**config.mk**
```make
export PLATFORM = sky130hd
export DESIGN_NAME = retro_cache_line_controller
export DESIGN_NICKNAME = d
export VERILOG_FILES = /design/src/rtl/retro_cache_line_controller.sv
export SDC_FILE = /design/constraint.sdc
export NUM_CORES = 1
export LEC_CHECK = 0
export CAP_MARGIN = 20
export CORE_MARGIN = 1.5
export CORE_UTILIZATION = 42
export DETAILED_ROUTE_END_ITERATION = 10
export PLACE_DENSITY = 0.76
export SYNTH_ARGS = -nofsm -noshare
export SYNTH_HDL_FRONTEND = slang
export SYNTH_SLANG_ARGS = --single-unit
export TNS_END_PERCENT = 20
```
**constraint.sdc**
```tcl
create_clock -name Clk -period 1.9 [get_ports Clk]
set_clock_uncertainty 0.05 [all_clocks]
set_input_delay 0.19 -clock Clk [delete_from_list [all_inputs] [get_ports Clk]]
set_output_delay 0.19 -clock Clk [all_outputs]
set_load 0.01 [all_outputs]
```
**src/rtl/retro_cache_line_controller.sv**
```systemverilog
// retro_cache_line_controller
// Line refill sequencer for the direct-mapped cartridge cache. A miss can
// first copy a dirty victim line from Storage (cache BRAM) back to Source.
// The line is then filled byte by byte from Source into Storage. Finally the
// tag logic gets a one-cycle install pulse. All bus outputs are registered
// and decoded from the next-state values. This means a waiting request
// stays stable until its completion input arrives.
module retro_cache_line_controller #(
   parameter int  AddressBusWidth = 16,
   parameter int  CacheLineBits   = 7,
   parameter int  CacheIndexBits  = 7,
   localparam int TagLength       = AddressBusWidth - CacheIndexBits - CacheLineBits
) (
   input  logic                                    Clk,
   input  logic                                    ResetN,
   // cache tag/valid side
   input  logic                                    MissValid,
   input  logic [AddressBusWidth-1:0]              MissAddress,
   input  logic                                    VictimDirty,
   input  logic [TagLength-1:0]                    VictimTag,
   output logic                                    MissReady,
   output logic                                    LineInvalidate,
   output logic                                    LineInstall,
   output logic [CacheIndexBits-1:0]               InstallIndex,
   output logic [TagLength-1:0]                    InstallTag,
   // Storage (cache BRAM) byte port
   output logic [CacheIndexBits+CacheLineBits-1:0] StorageAddress,
   output logic                                    StorageAccess,
   output logic                                    StorageWrite,
   output logic [7:0]                              StorageDout,
   input  logic [7:0]                              StorageDin,
   input  logic                                    StorageDataReady,
   // Source (cached device) byte port
   output logic [AddressBusWidth-1:0]              SourceAddress,
   output logic                                    SourceAccess,
   output logic                                    SourceWrite,
   output logic [7:0]                              SourceDout,
   input  logic [7:0]                              SourceDin,
   input  logic                                    SourceReady
);

   typedef enum logic [2:0] {
      ST_IDLE       = 3'd0,
      ST_WB_READ    = 3'd1,
      ST_WB_WRITE   = 3'd2,
      ST_FILL_READ  = 3'd3,
      ST_FILL_WRITE = 3'd4,
      ST_INSTALL    = 3'd5
   } state_t;

   localparam int                       StorageAddrBits = CacheIndexBits + CacheLineBits;
   localparam logic [CacheLineBits-1:0] CNT_LAST        = '1;
   localparam logic [CacheLineBits-1:0] CNT_ONE         = CacheLineBits'(1);

   // sequencing state
   state_t                        state_q, state_d;
   logic [CacheLineBits-1:0]      cnt_q, cnt_d;
   logic [7:0]                    byte_buf_q, byte_buf_d;
   logic [CacheIndexBits-1:0]     miss_index_q, miss_index_d;
   logic [TagLength-1:0]          miss_tag_q, miss_tag_d;
   logic [TagLength-1:0]          victim_tag_q, victim_tag_d;

   // registered outputs
   logic                          miss_ready_q, miss_ready_d;
   logic                          line_install_q, line_install_d;
   logic [StorageAddrBits-1:0]    storage_address_q, storage_address_d;
   logic                          storage_access_q, storage_access_d;
   logic                          storage_write_q, storage_write_d;
   logic [7:0]                    storage_dout_q, storage_dout_d;
   logic [AddressBusWidth-1:0]    source_address_q, source_address_d;
   logic                          source_access_q, source_access_d;
   logic                          source_write_q, source_write_d;
   logic [7:0]                    source_dout_q, source_dout_d;
   logic [TagLength-1:0]          source_tag_d;

   // The byte offset of the missing address does not matter: whole lines move.
   logic                          unused_offset_bits;
   assign unused_offset_bits = ^MissAddress[CacheLineBits-1:0];

   // Next-state and output decode. Outputs are derived from the *_d values,
   // so each registered output matches the state it belongs to.
   always_comb begin
      state_d      = state_q;
      cnt_d        = cnt_q;
      byte_buf_d   = byte_buf_q;
      miss_index_d = miss_index_q;
      miss_tag_d   = miss_tag_q;
      victim_tag_d = victim_tag_q;

      case (state_q)
         ST_IDLE: begin
            if (MissValid) begin
               miss_index_d = MissAddress[CacheLineBits +: CacheIndexBits];
               miss_tag_d   = MissAddress[AddressBusWidth-1 -: TagLength];
               victim_tag_d = VictimTag;
               cnt_d        = '0;
               state_d      = VictimDirty ? ST_WB_READ : ST_FILL_READ;
            end
         end
         ST_WB_READ: begin
            if (StorageDataReady) begin
               byte_buf_d = StorageDin;
               state_d    = ST_WB_WRITE;
            end
         end
         ST_WB_WRITE: begin
            if (SourceReady) begin
               if (cnt_q == CNT_LAST) begin
                  cnt_d   = '0;
                  state_d = ST_FILL_READ;
               end else begin
                  cnt_d   = cnt_q + CNT_ONE;
                  state_d = ST_WB_READ;
               end
            end
         end
         ST_FILL_READ: begin
            if (SourceReady) begin
               byte_buf_d = SourceDin;
               state_d    = ST_FILL_WRITE;
            end
         end
         ST_FILL_WRITE: begin
            if (StorageDataReady) begin
               if (cnt_q == CNT_LAST) begin
                  state_d = ST_INSTALL;
               end else begin
                  cnt_d   = cnt_q + CNT_ONE;
                  state_d = ST_FILL_READ;
               end
            end
         end
         ST_INSTALL: begin
            cnt_d   = '0;
            state_d = ST_IDLE;
         end
         default: begin
            cnt_d   = '0;
            state_d = ST_IDLE;
         end
      endcase

      // output decode from the upcoming state
      miss_ready_d     = (state_d == ST_IDLE);
      line_install_d   = (state_d == ST_INSTALL);

      storage_access_d = (state_d == ST_WB_READ) || (state_d == ST_FILL_WRITE);
      storage_write_d  = (state_d == ST_FILL_WRITE);
      storage_address_d = storage_access_d ? {miss_index_d, cnt_d} : '0;
      storage_dout_d   = storage_write_d ? byte_buf_d : 8'h00;

      source_access_d  = (state_d == ST_WB_WRITE) || (state_d == ST_FILL_READ);
      source_write_d   = (state_d == ST_WB_WRITE);
      source_tag_d     = source_write_d ? victim_tag_d : miss_tag_d;
      source_address_d = source_access_d ? {source_tag_d, miss_index_d, cnt_d} : '0;
      source_dout_d    = source_write_d ? byte_buf_d : 8'h00;
   end

   // State, datapath latches and output registers; reset returns to IDLE at once.
   always_ff @(posedge Clk or negedge ResetN) begin
      if (!ResetN) begin
         state_q           <= ST_IDLE;
         cnt_q             <= '0;
         byte_buf_q        <= '0;
         miss_index_q      <= '0;
         miss_tag_q        <= '0;
         victim_tag_q      <= '0;
         miss_ready_q      <= 1'b1;
         line_install_q    <= 1'b0;
         storage_address_q <= '0;
         storage_access_q  <= 1'b0;
         storage_write_q   <= 1'b0;
         storage_dout_q    <= '0;
         source_address_q  <= '0;
         source_access_q   <= 1'b0;
         source_write_q    <= 1'b0;
         source_dout_q     <= '0;
      end else begin
         state_q           <= state_d;
         cnt_q             <= cnt_d;
         byte_buf_q        <= byte_buf_d;
         miss_index_q      <= miss_index_d;
         miss_tag_q        <= miss_tag_d;
         victim_tag_q      <= victim_tag_d;
         miss_ready_q      <= miss_ready_d;
         line_install_q    <= line_install_d;
         storage_address_q <= storage_address_d;
         storage_access_q  <= storage_access_d;
         storage_write_q   <= storage_write_d;
         storage_dout_q    <= storage_dout_d;
         source_address_q  <= source_address_d;
         source_access_q   <= source_access_d;
         source_write_q    <= source_write_d;
         source_dout_q     <= source_dout_d;
      end
   end

   assign MissReady      = miss_ready_q;
   assign LineInvalidate = MissValid && miss_ready_q;
   assign LineInstall    = line_install_q;
   assign InstallIndex   = miss_index_q;
   assign InstallTag     = miss_tag_q;

   assign StorageAddress = storage_address_q;
   assign StorageAccess  = storage_access_q;
   assign StorageWrite   = storage_write_q;
   assign StorageDout    = storage_dout_q;

   assign SourceAddress  = source_address_q;
   assign SourceAccess   = source_access_q;
   assign SourceWrite    = source_write_q;
   assign SourceDout     = source_dout_q;

endmodule

```
# Yosys cells after proc, flatten, opt, wreduce, memory -nomap -nowiden
# Index checks and enable logic that the tools add are counted.
dict set report totals {
  ff_bits 81
  in_bits 40
  out_inout_bits 62
  word_cells 62
}
dict set report op_classes {
  addsub 1
  n_eq_ne 10
  muxes 29
  n_reduce_logical 6
}
# operator n
set op_table {}
lappend op_table {{$mux W7} 7}
lappend op_table {{$mux W8} 4}
lappend op_table {{$pmux W7 S4} 1}
lappend op_table {{$mux W3} 6}
lappend op_table {{$mux W16} 1}
lappend op_table {{$pmux W8 S2} 1}
lappend op_table {{$pmux W3 S5} 1}
lappend op_table {{$mux W14} 1}
lappend op_table {{$mux W2} 7}
lappend op_table {{$eq A3 B2 Y1 const B} 4}
lappend op_table {{$eq A3 B3 Y1 const B} 3}
lappend op_table {{$add A7 B1 Y7 const B} 1}
lappend op_table {{$eq A7 B7 Y1 const B} 1}
lappend op_table {{$eq A3 B1 Y1 const B} 2}
lappend op_table {{$logic_not A3 Y1} 2}
lappend op_table {{$logic_or A1 B1 Y1} 2}
lappend op_table {{$reduce_or A2 Y1} 1}
lappend op_table {{$logic_and A1 B1 Y1} 1}

# Longest topological paths before layout
# Gate-level depths: netlist of run 1.
dict set report logic_depth {
  depth_word 7
  mapped_depth 10
  ltp_nobuf 10
}

# Worst setup path before layout of run 1
# No wires, ideal clock.
dict set report synth_path {
  kind {register -> register}
  startpoint {register cnt_q[1]}
  endpoint {register storage_address_q[0] (netlist: StorageAddress[0])}
  setup_time_ps 86
  arrival_time_ps 1795
  required_time_ps 1764
  slack_ps -31
  stages_incl_launch_ff 10
  n_path_buf 0
  synth_period_minus_slack_ps 1931
  cell_sequence {dfrtp_1 > ha_1 > nand3_1 > nor2_1 > inv_1 > ha_1 > o32a_1 > o21ai_0 > o21ai_0 > nor3_1}
}
dict set report synth_via {
  elab_chain_len 7
  elab_cells_between_ends 15
  cone_classes {3 x eq/ne; 11 x mux; 1 x reduce/logical}
}
# item line_no
set synth_lines {}
lappend synth_lines {{start: declaration} 57} ;# logic [CacheLineBits-1:0] cnt_q, cnt_d;
lappend synth_lines {{start signal: assignment} 180} ;# cnt_q <= cnt_d;
lappend synth_lines {{$eq A7 B7 Y1 *} {108, 125}}
lappend synth_lines {{$mux W3 / $mux W2 (equally long branches)} {125, 108}}
lappend synth_lines {{$mux W3, on equally long branches} {124, 107}}
lappend synth_lines {{$pmux W3 S5} 90} ;# case (state_q)
lappend synth_lines {{$eq A3 B1 Y1 / $eq A3 B3 Y1 (equally long branches)} 147} ;# storage_access_d = (state_d == ST_WB_READ) || (state_d == ST_FILL_WRITE);
lappend synth_lines {{$logic_or A1 B1 Y1} 147}
lappend synth_lines {{$mux W14 *} 149} ;# storage_address_d = storage_access_d ? {miss_index_d, cnt_d} : '0;
lappend synth_lines {{net storage_address_d[0]} 66} ;# logic [StorageAddrBits-1:0] storage_address_q, storage_address_d;
lappend synth_lines {{end signal: assignment} 187} ;# storage_address_q <= storage_address_d;
lappend synth_lines {{end: declaration} 66}
# The timed path passes the listed nets; every way through them passes the cells marked *.

# Worst setup path after layout of run 1
dict set report layout_path {
  startpoint {register cnt_q[1]}
  endpoint {register source_dout_q[7] (netlist: SourceDout[7])}
}
dict set report layout_via {
  elab_chain_len 6
  elab_cells_between_ends 8
  cone_classes {2 x eq/ne; 6 x mux}
}
# item line_no
set layout_lines {}
lappend layout_lines {{$eq A7 B7 Y1 *} {108, 125}}
lappend layout_lines {{$mux W3 / $mux W2 (equally long branches)} {125, 108}}
lappend layout_lines {{$mux W3, on equally long branches} {124, 107}}
lappend layout_lines {{$pmux W3 S5 *} 90}
lappend layout_lines {{$eq A3 B2 Y1 *} 153} ;# source_write_d = (state_d == ST_WB_WRITE);
lappend layout_lines {{net source_write_d} 72} ;# logic source_write_q, source_write_d;
lappend layout_lines {{$mux W8 *} 156} ;# source_dout_d = source_write_d ? byte_buf_d : 8'h00;
lappend layout_lines {{net source_dout_d[7]} 73} ;# logic [7:0] source_dout_q, source_dout_d;
lappend layout_lines {{end signal: assignment} 194} ;# source_dout_q <= source_dout_d;
lappend layout_lines {{end: declaration} 73}
# Marks and branches as above.

==> metrics.md, run 1 <==
| Metric | Value |
|---|---|
| Drt drc | `0` |
| Clock tree root driver cell | `clkbuf_8` |
| Sequential Power Share | `0.335` |
| F_max | `539 MHz` |
| Hold Slack | `266 ps` |
| Share of the synthesized area in the top cell type | `0.601` |
| Via density | `4.97` |
| RSZ-0062 raised after global routing | `yes` |
| Setup TNS | `0 ps` |
| Psw | `2690 µW` |
| Clk Latency, worst-skew pair | `360 ps` |
| Final ANT Viol Nets | `0` |
| Tot GR Track Use | `0.199` |
| Sw Ratio | `0.365` |
| Area grow syn2layout | `50.9%` |
| Synth area leaders | `dfrtp_1 60%, and2_1 3.4%, inv_1 3.2%, mux2i_1 2.7%, nor3_2 2.7%` |
| Pin count of the biggest net entering global routing | `48` |
| Unique cell type count in the Yosys netlist | `50` |
| Die width | `92.1 µm` |
| Post-synth EDFFs | `0` |
| Cell area after synthesis | `3330 µm²` |
| Post-Synth XOR/XNOR Area | `0.0154` |
| Worst setup margin | `between 40 and 50 ps` |
| Final setup fails | `0` |
| Hold crit path type | `input pin to async pin` |
| Pleak | `0.00232 µW` |
| Post-synthesis sequential area ratio | `0.608` |
| Synth Net Count | `~330` |
| Layout cells sized above 1 | `0.238` |
| # H-tree levels | `3` |
| Most numerous cell in the Yosys netlist | `dfrtp_1` |
| Internal power | `4690 µW` |
| Die area | `8480 µm²` |
| Tcrit/Tclk final | `0.977` |
| Worst rel slew slack | `0.662` |
| Number of global-route vias before repair | `roughly 2600` |
| Top-level port count | `about 100` |
| Slew Viols, Final | `0` |
| Nets@finish | `between 400 and 500` |
| Logic pwr share | `0.491` |
| Routed WL | `a little over 8 mm` |
| Final Hold Viols | `0` |
| GRT overflow | `0` |
| Routed vias | `2659` |
| Status | `finished clean` |
| CTS Buf Count | `9` |
| # diodes | `0` |
| Worst IR Drop VDD | `996 µV` |
| Number of fill cells | `604` |
| Pre-CTS setup slack | `-246 ps` |
| Setup CP Type | `flip-flop to flip-flop` |
| First-pass GRT wire length | `12.7 mm` |
| Post-synth top cells | `80 x dfrtp_1, 28 x inv_1, 24 x nor2_1` |
| Worst-path clk slew | `80 ps` |
| Required @ worst endpoint | `2140 ps` |
| Fin cells | `between 500 and 600` |
| Worst setup SP type | `flip-flop` |
| Cells after DPL | `510` |
| Synth Register Bits | `81` |
| CP Max Fanout | `5` |
| Wire per inst | `about 15 µm` |
| Total of max-cap violations | `0` |
| Syn. warnings | `0` |
| Routability Congestion | `0.862` |
| Largest family of logic cells by synthesized area | `simple AND/OR/NAND/NOR gates` |
| Worst-Margin Slew | `502 ps` |
| Post-synthesis adder-cell area fraction | `0.00751` |
| CTS tree | `built` |
| Post-Syn Instances | `292` |
| Count of input and output buffers | `between 90 and 100` |
| Initial DRC count | `169` |
| HPWL Detailed | `5.63 mm` |
| Initial antenna violation count | `0` |
| Total Power | `7370 µW` |
| CTS sink count | `81` |
| Clock network fraction of design power | `0.174` |
| Clk buf depth | `2` |
| Synth Area in Compound Gates | `0.109` |
| Arr. time, crit path | `2100 ps` |
| Drt pass-1 iters | `4` |
| Mux cell area share after synthesis | `0.0304` |
| Post-synthesis simple-gate area fraction | `0.172` |
| Syn avg cell area | `11.4 µm²` |
| Total power divided by cell area | `about 1500 nW/µm²` |
| Endpoint type of the worst setup path | `flip-flop` |
| Top FF cell, synth | `dfrtp_1` |
| Die Span Y | `92.1 µm` |
| Fin crit period | `1860 ps` |
| Synth async-reset ratio | `1.00` |
| Area leader, netlist | `dfrtp_1` |
| Cell Rows | `32` |
| Area of the core | `7690 µm²` |
| Initial Util | `0.434` |
==> sequential cells by signal, summed over array words and instances, names as in the netlist <==
register	flops
SourceAddress	16
StorageAddress	14
SourceDout	8
StorageDout	8
byte_buf_q	8
InstallIndex	7
cnt_q	7
state_q	3
InstallTag	2
victim_tag_q	2
LineInstall	1
MissReady	1
SourceAccess	1
SourceWrite	1
StorageAccess	1
StorageWrite	1
==> path summary, 6_finish.rpt <==
kind	from	end	slack, ps	cells after the start
max in group asynchronous	ResetN	MissReady	880	3
worst min-delay path	ResetN	StorageDout[2]	270	2
worst max register to register	cnt_q[1]	SourceDout[7]	40	8
min in group Clk	VictimTag[1]	victim_tag_q[1]	340	3
worst max-delay path	cnt_q[1]	SourceDout[7]	40	8
worst min register to register	victim_tag_q[1]	victim_tag_q[1]	440	2
==> final cells by class <==
| type | instances | area [µm²] | area share |
|---|---|---|---|
| Tap cell | 102 | 128 | 0.0254 |
| Multi-Input combinational cell | 171 | 1250 | 0.249 |
| Clock inverter | 4 | 51.3 | 0.0102 |
| Clock buffer | 12 | 155 | 0.0308 |
| Inverter | 30 | 126 | 0.0251 |
| Timing Repair inverter | 1 | 6.26 | 0.00124 |
| Sequential cell | 81 | 2030 | 0.404 |
| Timing Repair Buffer | 134 | 1280 | 0.255 |
==> critical path, stage by stage (launching register included) <==
cell and delay, ps:
dfrtp_1 410, ha_4 190, buf_4 150, and3_4 160, a211oi_4 250, a211oi_4 90, buf_6 170, nor2_4 170
and2_1 160
==> metrics by stage <==
| step | util | instance area, µm² |
|---|---|---|
| floorplan | - | 3340 |
| finish | 0.654 | 5030 |
| detailed placement | 0.601 | 4620 |
| global route | 0.654 | 5030 |
| CTS | 0.637 | 4890 |
| global placement | 0.601 | 4620 |
==> power groups by stage <==
stage               clock network [µW]  logic [µW]  registers (µW)
floorplan                            0        1560            2650
global placement                     0        3150            2470
detailed placement                   0        3240            2480
CTS                               1320        3400            2460
global route                      1390        3930            2520
finish                            1290        3620            2470
==> cell families after synthesis <==
group	Yosys count
simple gates	101
fa+ha+maj	2
flops	81
xor+xnor	5
mux	10
buf+inv	41
compound gates	52
==> layer usage <==
layer  track usage  routed length, µm
met5             0                  0
met4        0.0885                136
met3        0.0713                562
met2         0.303               4040
met1         0.255               3470
==> cells in the final DEF (no fill, tap or decap), types with 4 or more instances in the layout <==
master           instances
clkdlybuf4s50_1         93
dfrtp_1                 78
buf_4                   36
inv_1                   26
nor2_1                  22
nand2_1                 18
and2_1                  18
o21ai_0                 12
nor3_2                  11
clkbuf_8                11
a22oi_1                 10
mux2i_1                  9
o21ai_1                  8
nand3b_1                 4
nand3_1                  4
nor2_4                   4
nor3_1                   4
==> what timing repair did <==
action | 4_1_cts | 5_1_grt
setup endpoints to repair | 17 | 42
hold endpoints to repair | 34 | 0
pin swaps | 2 | 9
gates cloned | 1 | 1
hold buffers | 1 | 0
setup buffers | 2 | 4
resized for setup | 7 | 24
No activity file was read; power rests on OpenSTA's default activity.
==> run 2: changes to the inputs <==
--- a/config.mk
+++ b/config.mk
@@ -10,6 +10,7 @@
 export CORE_UTILIZATION = 42
 export DETAILED_ROUTE_END_ITERATION = 10
 export PLACE_DENSITY = 0.76
+export SLEW_MARGIN = 10
 export SYNTH_ARGS = -nofsm -noshare
 export SYNTH_HDL_FRONTEND = slang
 export SYNTH_SLANG_ARGS = --single-unit
==> results of run 2 <==
No change in the layout: final DEF, timing and power equal those of run 1.
==> run 3: changes to the inputs <==
--- a/config.mk
+++ b/config.mk
@@ -7,9 +7,11 @@
 export LEC_CHECK = 0
 export CAP_MARGIN = 20
 export CORE_MARGIN = 1.5
-export CORE_UTILIZATION = 42
+export CORE_UTILIZATION = 55
 export DETAILED_ROUTE_END_ITERATION = 10
-export PLACE_DENSITY = 0.76
+export DONT_BUFFER_PORTS = 1
+export PLACE_DENSITY = 0.73
+export SKIP_CTS_REPAIR_TIMING = 1
 export SLEW_MARGIN = 10
 export SYNTH_ARGS = -nofsm -noshare
 export SYNTH_HDL_FRONTEND = slang
==> metrics.md, run 3 (synthesized netlist as in run 1, its figures left out) <==
| Metric | Value |
|---|---|
| Initial Util | `0.566 (+0.133)` |
| Max reg flops | `16 (unchanged)` |
| Worst r2r src | `state_q[2]` |
| Initial DRC count | `129 (-24%)` |
| Routability Congestion | `0.896 (+4.0%)` |
| Arr. time, crit path | `2120 ps (+20 ps)` |
| Required @ worst endpoint | `2140 ps (about the same)` |
| Multi-input logic area | `1180 µm² (-5.7%)` |
| Pleak | `0.00196 µW (-15%)` |
| Fin cells | `415 (-22%)` |
| Setup TNS | `0 ps (unchanged)` |
| Final setup fails | `0 (unchanged)` |
| Layout cells sized above 1 | `0.253 (+0.0151)` |
| Top Metal Used | `met4` |
| Total of max-cap violations | `0 (unchanged)` |
| Count of input and output buffers | `0 (-100%)` |
| Die width | `80.9 µm (-12%)` |
| Number of global-route vias before repair | `2256 (-13%)` |
| Worst IR Drop VDD | `1130 µV (+13%)` |
| Initial antenna violation count | `0 (unchanged)` |
| # diodes | `0 (unchanged)` |
| Die area | `6540 µm² (-23%)` |
| Area grow syn2layout | `20.7%` |
| Drt pass-1 iters | `4 (unchanged)` |
| Pin count of the biggest net entering global routing | `82 (+71%)` |
| Final core utilization | `0.684 (+0.0292)` |
| Metal2 WL | `3.55 mm (-12%)` |
| CTS Buf Count | `9 (unchanged)` |
| Via density | `5.55 (+12%)` |
| GRT overflow | `0 (unchanged)` |
| Routed WL | `7.12 mm (-13%)` |
| Routed vias | `2305 (-13%)` |
| Worst-path clk slew | `80 ps (about the same)` |
| Commonest non-fill, non-tap cell in the layout | `dfrtp_1` |
| First-pass GRT wire length | `10.8 mm (-15%)` |
| Tcrit/Tclk final | `0.991 (+0.0135)` |
| F_max | `531 MHz (-1.4%)` |
| Failing checks | `hold timing` |
| HPWL Detailed | `4.52 mm (-20%)` |
| CTS tree | `built` |
| M1 wire length | `2.89 mm (-17%)` |
| Slew Viols, Final | `0 (unchanged)` |
| Final Hold Viols | `85 (+85)` |
| Worst setup SP type | `flip-flop` |
| CTS sink count | `81 (unchanged)` |
| Worst rel slew slack | `0.744 (+0.0819)` |
| Drt drc | `0 (unchanged)` |
| Cell Rows | `28 (-13%)` |
| Final ANT Viol Nets | `0 (unchanged)` |
| Number of fill cells | `458 (-24%)` |
| Top-level port count | `102 (unchanged)` |
| RSZ-0062 raised after global routing | `yes` |
| Area of the core | `5890 µm² (-23%)` |
| Tot GR Track Use | `0.227 (+0.0280)` |
| Clk buf depth | `2 (unchanged)` |
| Setup crit start | `state_q[2]` |
| Nets@finish | `377 (-20%)` |
| Setup CP Type | `flip-flop to flip-flop` |
| Commonest cells after routing, fill and taps aside | `78 x dfrtp_1, 28 x inv_1, 28 x buf_4` |
| Hold Slack | `-523 ps (-789 ps)` |
| Die Span Y | `80.9 µm (-12%)` |
| Fin crit period | `1880 ps (+25.7 ps)` |
| Clk Latency, worst-skew pair | `350 ps (about the same)` |
| Wire per inst | `17.2 µm (+12%)` |
| # H-tree levels | `3 (unchanged)` |
| Endpoint type of the worst setup path | `flip-flop` |
| Worst-Margin Slew | `383 ps (-119 ps)` |
| Area of placed instances | `3580 µm² (-23%)` |
| CP Max Fanout | `6 (+1)` |
| Status | `finished, violations left` |
| Clock tree root driver cell | `clkbuf_8` |
| Final Cell Area | `4020 µm² (-20%)` |
| FF+latch area | `2030 µm² (unchanged)` |
| Cells after DPL | `383 (-25%)` |
| Hold crit path type | `input pin to async pin` |
| Met3 WL post-DR | `584 µm (+3.9%)` |
| Total power divided by cell area | `1640 nW/µm² (+12%)` |
-- run 3: cell types whose count changed in the layout (fill, tap and decap cells not counted), moves of 2 or more --
cell             change
dlygate4sd3_1        +9
buf_4                -8
and2_1               -3
inv_1                +2
and2_4               +3
clkdlybuf4s50_1     -93
clkbuf_8             -2
a22oi_1              +2
o21ai_1              +2
a22oi_2              -2
nor2_4               -3
inv_2                -2
-- run 3: routing by layer --
layer / GRT usage / up-vias
met5: 0 / -
met4: 0.0879 / 0
met3: 0.0944 / 10
met2: 0.358 / 75
met1: 0.277 / 1154
li1: - / 1066
-- run 3: final cells by class --
cell class | count | share of cell area
repair buffers | 43 | 0.0976
flip-flops and latches | 81 | 0.505
multi-input cells | 170 | 0.293
clock inverters | 5 | 0.0199
inverters | 30 | 0.0286
well taps | 75 | 0.0233
clock buffers | 11 | 0.0326
-- run 3: stage by stage --
| step | power, µW | setup WS, ps |
|---|---|---|
| floorplan | 4210 | 24.9 |
| global placement | 4840 | 9.81 |
| detailed placement | 4930 | -79.3 |
| CTS | 6290 | -125 |
| global route | 7020 | -50.7 |
| finish | 6600 | 17.7 |
-- run 3: final timing paths --
check                              endpoint  depth (start not counted)  slack, ps
max reg2reg                   SourceDout[3]                          7         20
min in group Clk            InstallIndex[2]                          2        -20
min reg2reg                 victim_tag_q[0]                          2        430
max in group asynchronous         MissReady                          0       2130
max                           SourceDout[3]                          7         20
min                        SourceAddress[3]                          0       -520
-- run 3: critical path, stage by stage, from the launching register on --
cell      delay (ps)
dfrtp_2          440
or4b_4           550
o32ai_4          150
a211oi_4         100
buf_12           150
nor2_4           140
buf_12           120
and2_4           120
-- run 3: where the power goes --
| group | switching (µW) | total (µW) | internal (µW) |
|---|---|---|---|
| Combinational | 1430 | 2570 | 1150 |
| Clock | 602 | 1340 | 738 |
| Sequential | 434 | 2690 | 2250 |
